`config.mk`:
```
export PLATFORM = sky130hd
export DESIGN_NAME = rx_uart_param
export DESIGN_NICKNAME = d
export VERILOG_FILES = /design/src/rtl/rx_uart_param.sv
export SDC_FILE = /design/constraint.sdc
export NUM_CORES = 1
export LEC_CHECK = 0
export ABC_AREA = 1
export CORE_MARGIN = 1
export CORE_UTILIZATION = 50
export DETAILED_ROUTE_END_ITERATION = 10
export GPL_ROUTABILITY_DRIVEN = 0
export GPL_TIMING_DRIVEN = 0
export PLACE_DENSITY = 0.68
export SYNTH_ARGS = -nofsm -noshare
export SYNTH_HDL_FRONTEND = slang
export SYNTH_SLANG_ARGS = --single-unit
```
`constraint.sdc`:
```
create_clock -name clk -period 2.04 [get_ports clk]
set_input_delay 0.408 -clock clk [delete_from_list [all_inputs] [get_ports clk]]
set_output_delay 0.408 -clock clk [all_outputs]
set_load 0.005 [all_outputs]
```
`src/rtl/rx_uart_param.sv`:
```
`default_nettype none
//==============================================================================
// Module   : rx_uart_param
// Desc     : Parameterised UART receiver (2-flop sync, optional parity, 1/2
//            stop bits) feeding a receive queue. Build option RX_UART_FIFO_EN
//            selects a FIFO_DEPTH circular buffer instead of one holding reg.
// Revision : 1.0
//==============================================================================
module rx_uart_param #(
    parameter int unsigned CLKS_PER_BIT = 217,
    parameter int unsigned DATA_BITS    = 8,
    parameter int unsigned PARITY       = 0,
    parameter int unsigned STOP_BITS    = 1,
    parameter int unsigned FIFO_DEPTH   = 4
) (
    input  logic                 clk,
    input  logic                 rst_rx,
    input  logic                 in_serial_rx,
    output logic [DATA_BITS-1:0] data_rx,
    output logic                 valid_rx,
    input  logic                 ready_rx,
    output logic                 frame_err,
    output logic                 parity_err,
    output logic                 overrun_err,
    output logic                 rx_busy
);

    localparam int unsigned c_cnt_w  = $clog2(CLKS_PER_BIT);
    localparam int unsigned c_idx_w  = $clog2(DATA_BITS + 1);
    localparam int unsigned c_word_w = DATA_BITS + 2;
    localparam logic [c_cnt_w-1:0] c_mid       = c_cnt_w'((CLKS_PER_BIT - 1) / 2);
    localparam logic [c_cnt_w-1:0] c_last      = c_cnt_w'(CLKS_PER_BIT - 1);
    localparam logic [c_idx_w-1:0] c_idx_last  = c_idx_w'(DATA_BITS - 1);
    localparam logic               c_stop_last = 1'(STOP_BITS - 1);

    typedef enum logic [2:0] {
        S_IDLE   = 3'd0,
        S_START  = 3'd1,
        S_DATA   = 3'd2,
        S_PARITY = 3'd3,
        S_STOP   = 3'd4
    } state_t;

    state_t               state_q;
    logic [c_cnt_w-1:0]   cnt_q;
    logic [c_idx_w-1:0]   idx_q;
    logic                 stop_idx_q;
    logic [DATA_BITS-1:0] shift_q;
    logic                 frame_q;
    logic                 par_q;
    logic                 busy_q;
    logic                 sync1_q, sync2_q, prev_q;

    // Synchroniser and edge history reset to idle-high so reset release never looks like a start edge.
    always_ff @(posedge clk or posedge rst_rx) begin
        if (rst_rx) begin
            sync1_q <= 1'b1;
            sync2_q <= 1'b1;
            prev_q  <= 1'b1;
        end else begin
            sync1_q <= in_serial_rx;
            sync2_q <= sync1_q;
            prev_q  <= sync2_q;
        end
    end

    // cnt_q counts cycles since the synchronised falling edge, so the start sample lands at c_mid.
    always_ff @(posedge clk or posedge rst_rx) begin
        if (rst_rx) begin
            state_q    <= S_IDLE;
            cnt_q      <= '0;
            idx_q      <= '0;
            stop_idx_q <= 1'b0;
            shift_q    <= '0;
            frame_q    <= 1'b0;
            par_q      <= 1'b0;
            busy_q     <= 1'b0;
        end else begin
            case (state_q)
                S_IDLE: begin
                    if (prev_q && !sync2_q) begin
                        state_q    <= S_START;
                        cnt_q      <= c_cnt_w'(1);
                        idx_q      <= '0;
                        stop_idx_q <= 1'b0;
                        frame_q    <= 1'b0;
                        par_q      <= 1'b0;
                        busy_q     <= 1'b1;
                    end
                end
                S_START: begin
                    if (cnt_q == c_mid) begin
                        cnt_q <= '0;
                        if (sync2_q) begin
                            state_q <= S_IDLE;
                            busy_q  <= 1'b0;
                        end else begin
                            state_q <= S_DATA;
                        end
                    end else begin
                        cnt_q <= cnt_q + 1'b1;
                    end
                end
                S_DATA: begin
                    if (cnt_q == c_last) begin
                        cnt_q   <= '0;
                        shift_q <= {sync2_q, shift_q[DATA_BITS-1:1]};
                        if (idx_q == c_idx_last) begin
                            idx_q   <= '0;
                            state_q <= (PARITY != 0) ? S_PARITY : S_STOP;
                        end else begin
                            idx_q <= idx_q + 1'b1;
                        end
                    end else begin
                        cnt_q <= cnt_q + 1'b1;
                    end
                end
                S_PARITY: begin
                    if (cnt_q == c_last) begin
                        cnt_q   <= '0;
                        par_q   <= (PARITY != 0) && ((^{shift_q, sync2_q}) != (PARITY == 1));
                        state_q <= S_STOP;
                    end else begin
                        cnt_q <= cnt_q + 1'b1;
                    end
                end
                S_STOP: begin
                    if (cnt_q == c_last) begin
                        cnt_q <= '0;
                        if (!sync2_q) begin
                            frame_q <= 1'b1;
                        end
                        if (stop_idx_q == c_stop_last) begin
                            state_q <= S_IDLE;
                            busy_q  <= 1'b0;
                        end else begin
                            stop_idx_q <= 1'b1;
                        end
                    end else begin
                        cnt_q <= cnt_q + 1'b1;
                    end
                end
                default: begin
                    state_q <= S_IDLE;
                    busy_q  <= 1'b0;
                end
            endcase
        end
    end

    // The word is pushed on the final stop sample, folding that sample into the frame flag.
    logic                w_push;
    logic [c_word_w-1:0] w_word;
    assign w_push = (state_q == S_STOP) && (cnt_q == c_last) && (stop_idx_q == c_stop_last);
    assign w_word = {shift_q, frame_q | ~sync2_q, par_q};

    logic [c_word_w-1:0] w_head;
    logic                w_empty;
    logic                w_full;
    logic                w_pop;
    logic                w_do_push;
    logic                ovr_q, ovr_d;

    assign w_pop     = ready_rx & ~w_empty;
    assign w_do_push = w_push & (~w_full | w_pop);

`ifdef RX_UART_FIFO_EN
    localparam int unsigned c_aw = $clog2(FIFO_DEPTH);

    logic [c_word_w-1:0] mem_q [FIFO_DEPTH];
    logic [c_word_w-1:0] mem_d [FIFO_DEPTH];
    logic [c_aw:0]       wr_ptr_q, wr_ptr_d;
    logic [c_aw:0]       rd_ptr_q, rd_ptr_d;

    // Pointers carry one extra wrap bit to tell full from empty.
    assign w_empty = (wr_ptr_q == rd_ptr_q);
    assign w_full  = (wr_ptr_q[c_aw] != rd_ptr_q[c_aw]) &&
                     (wr_ptr_q[c_aw-1:0] == rd_ptr_q[c_aw-1:0]);
    assign w_head  = mem_q[rd_ptr_q[c_aw-1:0]];

    always_comb begin
        mem_d    = mem_q;
        wr_ptr_d = wr_ptr_q;
        rd_ptr_d = rd_ptr_q;
        if (w_do_push) begin
            mem_d[wr_ptr_q[c_aw-1:0]] = w_word;
            wr_ptr_d = wr_ptr_q + 1'b1;
        end
        if (w_pop) begin
            rd_ptr_d = rd_ptr_q + 1'b1;
        end
    end

    always_ff @(posedge clk or posedge rst_rx) begin
        if (rst_rx) begin
            mem_q    <= '{default: '0};
            wr_ptr_q <= '0;
            rd_ptr_q <= '0;
        end else begin
            mem_q    <= mem_d;
            wr_ptr_q <= wr_ptr_d;
            rd_ptr_q <= rd_ptr_d;
        end
    end
`else
    logic [c_word_w-1:0] hold_q, hold_d;
    logic                full_q, full_d;

    assign w_empty = ~full_q;
    assign w_full  = full_q;
    assign w_head  = hold_q;

    always_comb begin
        hold_d = hold_q;
        full_d = full_q;
        if (w_pop) begin
            full_d = 1'b0;
        end
        if (w_do_push) begin
            hold_d = w_word;
            full_d = 1'b1;
        end
    end

    always_ff @(posedge clk or posedge rst_rx) begin
        if (rst_rx) begin
            hold_q <= '0;
            full_q <= 1'b0;
        end else begin
            hold_q <= hold_d;
            full_q <= full_d;
        end
    end
`endif

    assign ovr_d = ovr_q | (w_push & w_full & ~w_pop);

    always_ff @(posedge clk or posedge rst_rx) begin
        if (rst_rx) begin
            ovr_q <= 1'b0;
        end else begin
            ovr_q <= ovr_d;
        end
    end

    assign data_rx     = w_head[c_word_w-1:2];
    assign frame_err   = w_head[1];
    assign parity_err  = w_head[0];
    assign valid_rx    = ~w_empty;
    assign overrun_err = ovr_q;
    assign rx_busy     = busy_q;

endmodule
`default_nettype wire

```
==> impl_metrics.csv, run 1 <==
group,metric,value,unit
job,cap_violations,0,
clock_network,numCtsBuffers,5,
yosys,synth_nets,244,
setup_path,cp.required,1.63,ns
sta,worst_pin_slew,0.813,ns
power_and_ir_drop,intPower,0.00150,W
sta,slew_violations,0,
floorplanning,rows,22,
clock_network,postCtsHoldBufs,0,
sta,rsz0062_at_grt,"false",
routing,detail_route.wl_per_cell,11.6,um
grt,use_met2,30.1,%
power_and_ir_drop,switching_share,35.8,%
floorplanning,die-width,65.1,um
setup_path,critPathSlowestCell,"clkdlybuf4s50_1",
floorplanning,start_util,53.2,%
finish,syn2layout_area_growth,16.5,%
setup_path,critPathTopFamily,"buffers and inverters",
worst_hold_path,hp-class,"flop to flop",
sta,skew,0.00667,ns
yosys,synth_area_leaders,"dfrtp_1, nand2_1, nand3_1, inv_1, dfstp_2",
grt,grt_max_degree,40,
finish,diodes,0,
floorplanning,die_area,4240,um^2
routing,drc_errors,0,
yosys,synthTopCellsByCount,"nand2_1, dfrtp_1, nand3_1",
grt,antenna_found_initial,0,
routing,vias,1531,
clock_network,clk_latency,0.29,ns
power_and_ir_drop,p_leak,1.14,nW
power_and_ir_drop,p_clk_share,28.4,%
yosys,ys_async_sr_fraction,100,%
grt,grtUsageMet1,26.1,%
power_and_ir_drop,p_switching,0.000834,W
clock_network,cts_tree,"yes",
power_and_ir_drop,combPwrFrac,30.3,%
grt,grt_usage,19.5,%
yosys,synth_top_area_cell,"dfrtp_1",
yosys,synthCells,237,
grt,grt_pass1_vias,1396,
grt,grtUsageMet3,6.42,%
yosys,ys_ff_latch,39,
setup_path,critical_path_class,"flop to primary output",
routing,drt-total-wl,3560,um
finish,num-nets-final,266,
floorplanning,die_y,65.1,um
sta,setup_viol,0,
finish,multi_input_area,843,um^2
clock_network,cts_buffer_depth,2,
floorplanning,ioPinCount,17,
yosys,yosysMostFrequentCell,"nand2_1",
sta,slew_headroom,45.7,%
sta,finalHoldViolations,0,
routing,antenna_left,0,
sta,setup_tns,0,ns
grt,grt.busiest_layer,"met2",
grt,grt-ovfl-total,0,
finish,seqCellArea,980,um^2
run_status,outcome,"completed",
setup_path,crit_path_max_fanout,2,
setup_path,critPathLaunchType,"flop",
routing,firstDrtPassIters,4,
power_and_ir_drop,p_seq_share,41.2,%
setup_path,arrival,1.18,ns
placement,placed_area,2200,um^2
clock_network,clock-sinks,39,
yosys,yosysTopAreaCellShare,45.3,%
grt,grt_pass1_wl,6220,um
routing,first_iter_violations,70,
yosys,synthFlopType,"dfrtp_1",
clock_network,clockRootBuffer,"clkbuf_8",
sta,fin_crit_sh,77.8,%
sta,period_needed,1.59,ns
yosys,synth-edff-count,0,
yosys,synth_warnings,0,
floorplanning,core_area,3740,um^2
clock_network,postCtsSetupBuffers,0,
yosys,yosysSeqAreaShare,49.2,%
sta,fmax,630,MHz
yosys,yosysUniqueCellTypes,27,
setup_path,max_stage_delay,0.51,ns
setup_path,path_cells,"clkdlybuf4s50_1",
clock_network,path_clk_slew,0.08,ns
finish,fin_area,2320,um^2
clock_network,ctsResizeCount,0,
finish,layout-drive-gt1-share,18.5,%
power_and_ir_drop,ir_worst_vdd,0.000803,V
power_and_ir_drop,power_density,1010,nW/um^2
placement,io_buffers,15,
setup_path,critical_path.endpoint_type,"primary output",
yosys,synth_area_per_cell,8.40,um^2
finish,fillers,343,
yosys,netlist_area,1990,um^2
placement,hpwl,2520,um
sta,holdWs,0.360,ns
clock_network,h-tree-depth,2,
routing,viasPerCell,4.97,
setup_path,crit_buf_inv,1,
-- layout make-up --
class | instances | share of cell area (%)
buffer | 4 | 1.62
clock buffer | 6 | 3.56
clock inverter | 2 | 1.51
inverter | 34 | 5.61
multi-input combinational | 160 | 36.4
sequential | 39 | 42.3
tap | 48 | 2.59
timing repair buffer | 15 | 6.48
-- worst paths after layout --
path / start / endpoint / slack [ns] / cells past startpoint
worst max-delay path: hold_q[1] / frame_err / 0.45 / 1
worst min-delay path: sync1_q / sync2_q / 0.36 / 0
worst max register to register: cnt_q[0] / hold_q[1] / 0.47 / 10
worst min register to register: sync1_q / sync2_q / 0.36 / 0
max in group asynchronous: rst_rx / frame_q / 0.94 / 2
min in group asynchronous: rst_rx / shift_q[0] / 0.60 / 2
-- routing by layer --
layer,part of all wire (%),up-vias
met5,0,-
met4,0.53,0
met3,4.0,2
met2,46,28
met1,50,704
li1,-,797
-- layout by cell type (no fill, tap or decap) --
cell / n
buf_4: 2
o21ai_2: 9
nor2_2: 1
clkinv_2: 1
inv_1: 24
o21bai_1: 4
ha_1: 3
conb_1: 1
inv_2: 9
nand2_4: 2
xnor2_1: 1
clkdlybuf4s50_1: 15
buf_6: 2
dfstp_2: 3
nand3_4: 1
nor2_1: 11
nand3_1: 31
inv_4: 1
nor2_4: 3
nor3_1: 2
nand4_1: 5
nand2_2: 6
a21oi_1: 1
o21ai_0: 1
dfrtp_1: 36
nand2_1: 66
xor2_1: 1
nand4_2: 1
clkbuf_8: 6
bufinv_16: 1
o21ai_1: 10
-- state kept, by name (all words and copies together) (netlist names), 3 cells and up --
register  count
hold_q        9
state_q       3
idx_q         4
cnt_q         8
shift_q       8
-- power by group through the flow --
stage	combinational, W	sequential, W	clock, W
floorplan	0.000559	0.000957	0
global placement	0.000702	0.000974	0
detailed placement	0.000711	0.000975	0
CTS	0.000713	0.000961	0.000674
global route	0.000838	0.000976	0.000712
finish	0.000708	0.000962	0.000663
-- stage by stage --
step	util, %	instances	setup WS [ns]	power [W]
2_1_floorplan	-	237	0.637	0.00152
3_3_place_gp	58.8	300	-0.123	0.00168
3_5_place_dp	58.8	300	0.428	0.00169
4_1_cts	61.9	308	0.444	0.00235
5_1_grt	61.9	308	0.292	0.00253
6_report	61.9	308	0.453	0.00233
-- cells by family (layout without fill, tap and decap cells) --
kind of cell / count (synthesis) / count (layout) / share of synthesized area, %
AOI/OAI and AO/OA: 25 / 25 / 8.49
xor gates and xnor gates: 2 / 2 / 0.880
adders and majority gates: 3 / 3 / 1.89
buffers and inverters: 38 / 61 / 8.42
DFF: 39 / 39 / 49.2
other: 1 / 1 / 0.188
and+or+nand+nor: 129 / 129 / 30.9
(Power assumes the default switching activity.)
==> inputs of run 2 (changes only) <==
Settings changed: PLACE_DENSITY 0.68 to 0.71.
Clock period 2.04 ns to 1.27 ns, I/O delays scaled along.
==> run 2 against run 1 <==
The flow now finishes with violations (negative setup slack). First-iteration DRC count grew 39%. Die area stayed put. Utilization up 13 points. Count of clock-buffer cells in the layout stayed put. Critical endpoint is now hold_q[8]. Largest power group is now combinational cells. Highest routed layer unchanged.
==> impl_metrics.csv, run 2 (synthesis results as in run 1) <==
group,metric,value,unit
run_status,outcome,"finished with violations",
run_status,violations,"negative setup slack",
finish,num-nets-final,291,
routing,viasPerCell,5.07,
setup_path,path_cells,"nor2_4 -> nand2_2 -> inv_2 -> nand3_4 -> buf_6 -> nand2_2 -> o21ai_2",
clock_network,cts_tree,"yes",
grt,grt_pass1_vias,1666,
routing,drc_errors,0,
power_and_ir_drop,ir_worst_vdd,0.00124,V
grt,grt_max_degree,40,
sta,fmax,714,MHz
grt,grt_pass1_wl,7450,um
clock_network,clockRootBuffer,"clkbuf_8",
placement,placed_area,2230,um^2
setup_path,arrival,1.59,ns
sta,skew,0.00327,ns
sta,finalHoldViolations,0,
placement,io_buffers,15,
clock_network,path_clk_slew,0.07,ns
setup_path,cp_common_cell,"nand2_2",
floorplanning,start_util,53.2,%
finish,final_cell_mix,"nand2_1, dfrtp_1, nand3_1",
sta,slew_headroom,47.5,%
finish,post-route-util,74.9,%
placement,dp.cells,300,
routing,vias,1687,
power_and_ir_drop,power.total,0.00466,W
floorplanning,ioPinCount,17,
sta,slew_violations,0,
routing,drt-total-wl,4530,um
setup_path,max_stage_delay,0.43,ns
finish,fin_cells,333,
setup_path,crit_path_max_fanout,4,
grt,grt_usage,23.5,%
sta,setup_viol,28,
finish,largestRegisters,"hold_q (9), cnt_q (8), shift_q (8)",
finish,layout-drive-gt1-share,41.4,%
finish,fin_area,2800,um^2
setup_path,critical_path.endpoint_type,"flop",
sta,rsz0062_at_grt,"true",
grt,grt-ovfl-total,0,
finish,largest_register,"hold_q",
floorplanning,die-width,65.1,um
routing,firstDrtPassIters,4,
clock_network,numCtsBuffers,5,
placement,hpwl,2570,um
finish,largest_register_ffs,9,
sta,period_needed,1.40,ns
setup_path,critPathSlowestCell,"dfrtp_1",
setup_path,critPathLaunchType,"flop",
routing,detail_route.wl_per_cell,13.6,um
worst_hold_path,hp-class,"primary input to flop",
finish,final_common_cell,"nand2_1",
floorplanning,core_area,3740,um^2
setup_path,critical_path_class,"flop to flop",
grt,antenna_found_initial,0,
floorplanning,rows,22,
setup_path,cp.required,1.46,ns
clock_network,clk_latency,0.30,ns
power_and_ir_drop,power_density,1660,nW/um^2
job,cap_violations,0,
finish,syn2layout_area_growth,40.8,%
placement,dp_worst_setup_slack,-0.227,ns
finish,diodes,0,
floorplanning,die_area,4240,um^2
sta,fin_ws,-0.130,ns
power_and_ir_drop,p_leak,1.39,nW
sta,worst_pin_slew,0.786,ns
clock_network,h-tree-depth,2,
floorplanning,die_y,65.1,um
clock_network,cts_buffer_depth,2,
clock_network,clock-sinks,39,
routing,first_iter_violations,97,
routing,antenna_left,0,
sta,fin_crit_sh,110,%
==> run 2: cell types whose count changed in the layout (fill, tap and decap cells not counted), moves of 8 or more <==
cell / change
nand2_2: +12
nand3_1: -8
nand2_1: -21
buf_4: +17
nand3_2: +8
dlygate4sd2_1: +12
nand2_4: +8
clkdlybuf4s50_1: -12
==> run 2: worst paths after layout <==
path                              startpoint          to  slack, ns  cells after the start
worst max-delay path              state_q[0]   hold_q[8]      -0.13                      7
min in group asynchronous             rst_rx   hold_q[5]       0.42                      2
worst min register to register       sync1_q     sync2_q       0.36                      0
worst min-delay path            in_serial_rx     sync1_q       0.36                      1
worst max register to register    state_q[0]   hold_q[8]      -0.13                      7
max in group asynchronous             rst_rx  state_q[1]       0.30                      2
==> run 2: per-stage QoR <==
| stage | TNS [ns] | hold WS [ns] |
|---|---|---|
| 6_report | -1.83 | 0.357 |
| 5_1_grt | -4.23 | 0.354 |
| 4_1_cts | -1.69 | 0.358 |
| 3_5_place_dp | -7.61 | 0.349 |
| 3_3_place_gp | -32.57 | 0.346 |
| 2_1_floorplan | -0.220 | 0.258 |
==> run 2: cell type report <==
| cell class | count | area [um^2] |
|---|---|---|
| well taps | 48 | 60.1 |
| fillers | 257 | 941 |
| multi-input cells | 161 | 1070 |
| clock inverters | 2 | 60.1 |
| inverters | 34 | 138 |
| plain buffers | 4 | 53.8 |
| clock buffers | 6 | 72.6 |
| flip-flops and latches | 39 | 983 |
| repair buffers | 39 | 363 |
==> run 2: repair_timing <==
item | in CTS | in global routing
endpoints found under the hold margin | 0 | 0
gates resized for setup | 49 | 32
cloned | 3 | 0
buffers inserted | 18 | 4
endpoints found under the setup margin | 45 | 34
pin swaps | 8 | 12
hold buffers | 0 | 0
==> run 2: report_power, final <==
part	total [W]	internal (W)	switching [W]
registers	0.00155	0.00139	0.000154
clock network	0.00124	0.000785	0.000450
logic	0.00188	0.000776	0.00111
==> run 2: per-layer routing <==
layer | track usage [%] | routed length, um | up-vias
met5 | 0 | 0 | -
met4 | 10.6 | 91 | 0
met3 | 5.90 | 151 | 8
met2 | 37.5 | 2240 | 34
met1 | 30.2 | 2040 | 788
li1 | - | - | 857
==> run 2: critical path: cells and delay by family (launching register included) <==
family                 cells  cell delay (ns)
buffers and inverters      2             0.32
AND/OR/NAND/NOR            4             0.50
flip-flops                 1             0.43
AO/OA/AOI/OAI              1             0.05
==> inputs of run 3 (changes only) <==
Settings changed: PLACE_DENSITY 0.71 to 0.73, RECOVER_POWER from default to 100.
==> run 3 against run 2 <==
Largest cell class is now flip-flops and latches. Utilization down 4.5 points. Wire length down 9.2%. Largest power group unchanged. Register-to-register slack hardly changed. Hold slack gained 0.0018 ns. Sequential power barely moved. Design area down 6.0%. Power is 12% lower. Via count up 0.24%. Critical endpoint is now hold_q[4]. Clock skew rose by 0.0061 ns. Die area did not move. Setup slack worse by 0.012 ns. The run still ends with negative setup slack left.
==> impl_metrics.csv, run 3 (synthesis results as in run 1) <==
group,metric,value,unit
run_status,outcome,"finished with violations",
run_status,violations,"negative setup slack",
sta,slew_violations,0,
clock_network,numCtsBuffers,5,
sta,skew,0.00939,ns
setup_path,max_stage_delay,0.40,ns
grt,grt_pass1_wl,6960,um
setup_path,cp_common_cell,"inv_2",
floorplanning,ioPinCount,17,
grt,grt_pass1_vias,1596,
finish,diodes,0,
routing,first_iter_violations,68,
finish,largest_register_ffs,9,
setup_path,critPathTopFamily,"buffers and inverters",
setup_path,crit_buf_inv,4,
floorplanning,rows,22,
sta,worst_pin_slew,0.796,ns
finish,final_common_cell,"nand2_1",
routing,viasPerCell,5.05,
floorplanning,die-width,65.1,um
worst_hold_path,hp-class,"flop to flop",
clock_network,h-tree-depth,2,
floorplanning,die_y,65.1,um
grt,grt_max_degree,40,
setup_path,path_cells,"inv_2 -> ha_4 -> nand3_2 -> inv_2 -> nand2_4 -> inv_4 -> nand3_4 -> buf_6 -> nand2_1 -> o21ai_2",
power_and_ir_drop,ir_worst_vdd,0.000993,V
placement,dp_worst_setup_slack,-0.288,ns
placement,io_buffers,15,
clock_network,clock-sinks,39,
clock_network,clk_latency,0.29,ns
power_and_ir_drop,power_density,1550,nW/um^2
grt,antenna_found_initial,0,
clock_network,clockRootBuffer,"clkbuf_8",
sta,setup_tns,-2.25,ns
sta,period_needed,1.41,ns
sta,setup_viol,30,
finish,multi_input_area,962,um^2
finish,num-nets-final,293,
sta,fin_crit_sh,111,%
finish,layout-drive-gt1-share,35.5,%
setup_path,crit_path_max_fanout,6,
sta,finalHoldViolations,0,
setup_path,r2r_slack,-0.14,ns
routing,firstDrtPassIters,4,
finish,fin_cells,335,
routing,detail_route.wl_per_cell,12.3,um
setup_path,cp.required,1.46,ns
routing,antenna_left,0,
grt,grt-ovfl-total,0,
placement,dp.cells,300,
floorplanning,die_area,4240,um^2
setup_path,critPathLaunchType,"flop",
finish,fillers,305,
clock_network,path_clk_slew,0.07,ns
routing,drt-total-wl,4110,um
finish,syn2layout_area_growth,32.4,%
sta,slew_headroom,46.9,%
sta,rsz0062_at_grt,"true",
setup_path,critical_path_class,"flop to flop",
power_and_ir_drop,p_leak,1.35,nW
setup_path,critical_path.endpoint_type,"flop",
placement,hpwl,2550,um
job,cap_violations,0,
clock_network,cts_buffer_depth,2,
setup_path,arrival,1.60,ns
setup_path,critPathSlowestCell,"dfrtp_1",
clock_network,postCtsHoldBufs,0,
grt,grt_usage,21.3,%
finish,fin_area,2640,um^2
finish,largestRegisters,"hold_q (9), cnt_q (8), shift_q (8)",
routing,vias,1691,
clock_network,cts_tree,"yes",
sta,fmax,708,MHz
finish,seqCellArea,983,um^2
floorplanning,core_area,3740,um^2
routing,drc_errors,0,
placement,placed_area,2230,um^2
floorplanning,start_util,53.2,%
finish,final_cell_mix,"nand2_1, dfrtp_1, nand3_1",
finish,largest_register,"hold_q",
sta,fin_ws,-0.142,ns
power_and_ir_drop,power.total,0.00409,W
==> run 3: cell count changes in the layout (fill, tap and decap cells not counted), sizes merged <==
cell	change
dlygate4sd3	+2
bufinv	-2
dlygate4sd2	-1
buf	+3
clkbuf	+2
nand3	-1
clkdlybuf4s50	-1
==> run 3: repair_timing <==
action                     in CTS  in global routing
pin swaps                       3                  4
setup buffers                  20                  6
setup endpoints to repair      46                 35
gates resized for setup        30                 18
gates cloned                    1                  0
==> run 3: area by class of cell <==
| class | instances | area share (%) |
|---|---|---|
| flip-flops and latches | 39 | 37.3 |
| inverters | 34 | 4.94 |
| multi-input cells | 160 | 36.5 |
| plain buffers | 4 | 1.71 |
| repair buffers | 42 | 14.2 |
| well taps | 48 | 2.28 |
| clock buffers | 8 | 3.04 |
==> run 3: worst register-to-register path, stage by stage (launching register included) <==
cell and delay [ns]:
dfrtp_1 0.40, inv_2 0.08, ha_4 0.13, nand3_2 0.06
inv_2 0.07, nand2_4 0.07, inv_4 0.08, nand3_4 0.13
buf_6 0.18, nand2_1 0.07, o21ai_2 0.05
==> run 3: final timing paths <==
kind	startpoint	endpoint	cells past startpoint
max in group asynchronous	rst_rx	state_q[0]	2
min in group asynchronous	rst_rx	cnt_q[7]	2
setup / recovery	cnt_q[0]	hold_q[4]	10
hold reg to reg	sync1_q	sync2_q	0
hold / removal	sync1_q	sync2_q	0
setup reg to reg	cnt_q[0]	hold_q[4]	10
==> run 3: metal layers <==
metal  global-route usage, %  wire length [um]
met2                    35.2              2030
met3                    3.82               118
met4                    7.61                55
met5                       0                 0
met1                    28.3              1900
==> run 3: stage by stage <==
stage,hold slack (ns),util [%]
final,0.358,70.4
after global routing,0.361,70.4
after CTS,0.360,67.6
after detailed placement,0.351,59.5
after global placement,0.346,59.5
after floorplan,0.258,-
==> run 3: where the power goes <==
group | internal, W | switching (W)
Combinational | 0.000735 | 0.00103
Sequential | 0.00139 | 0.000150
Clock | 0.000390 | 0.000391
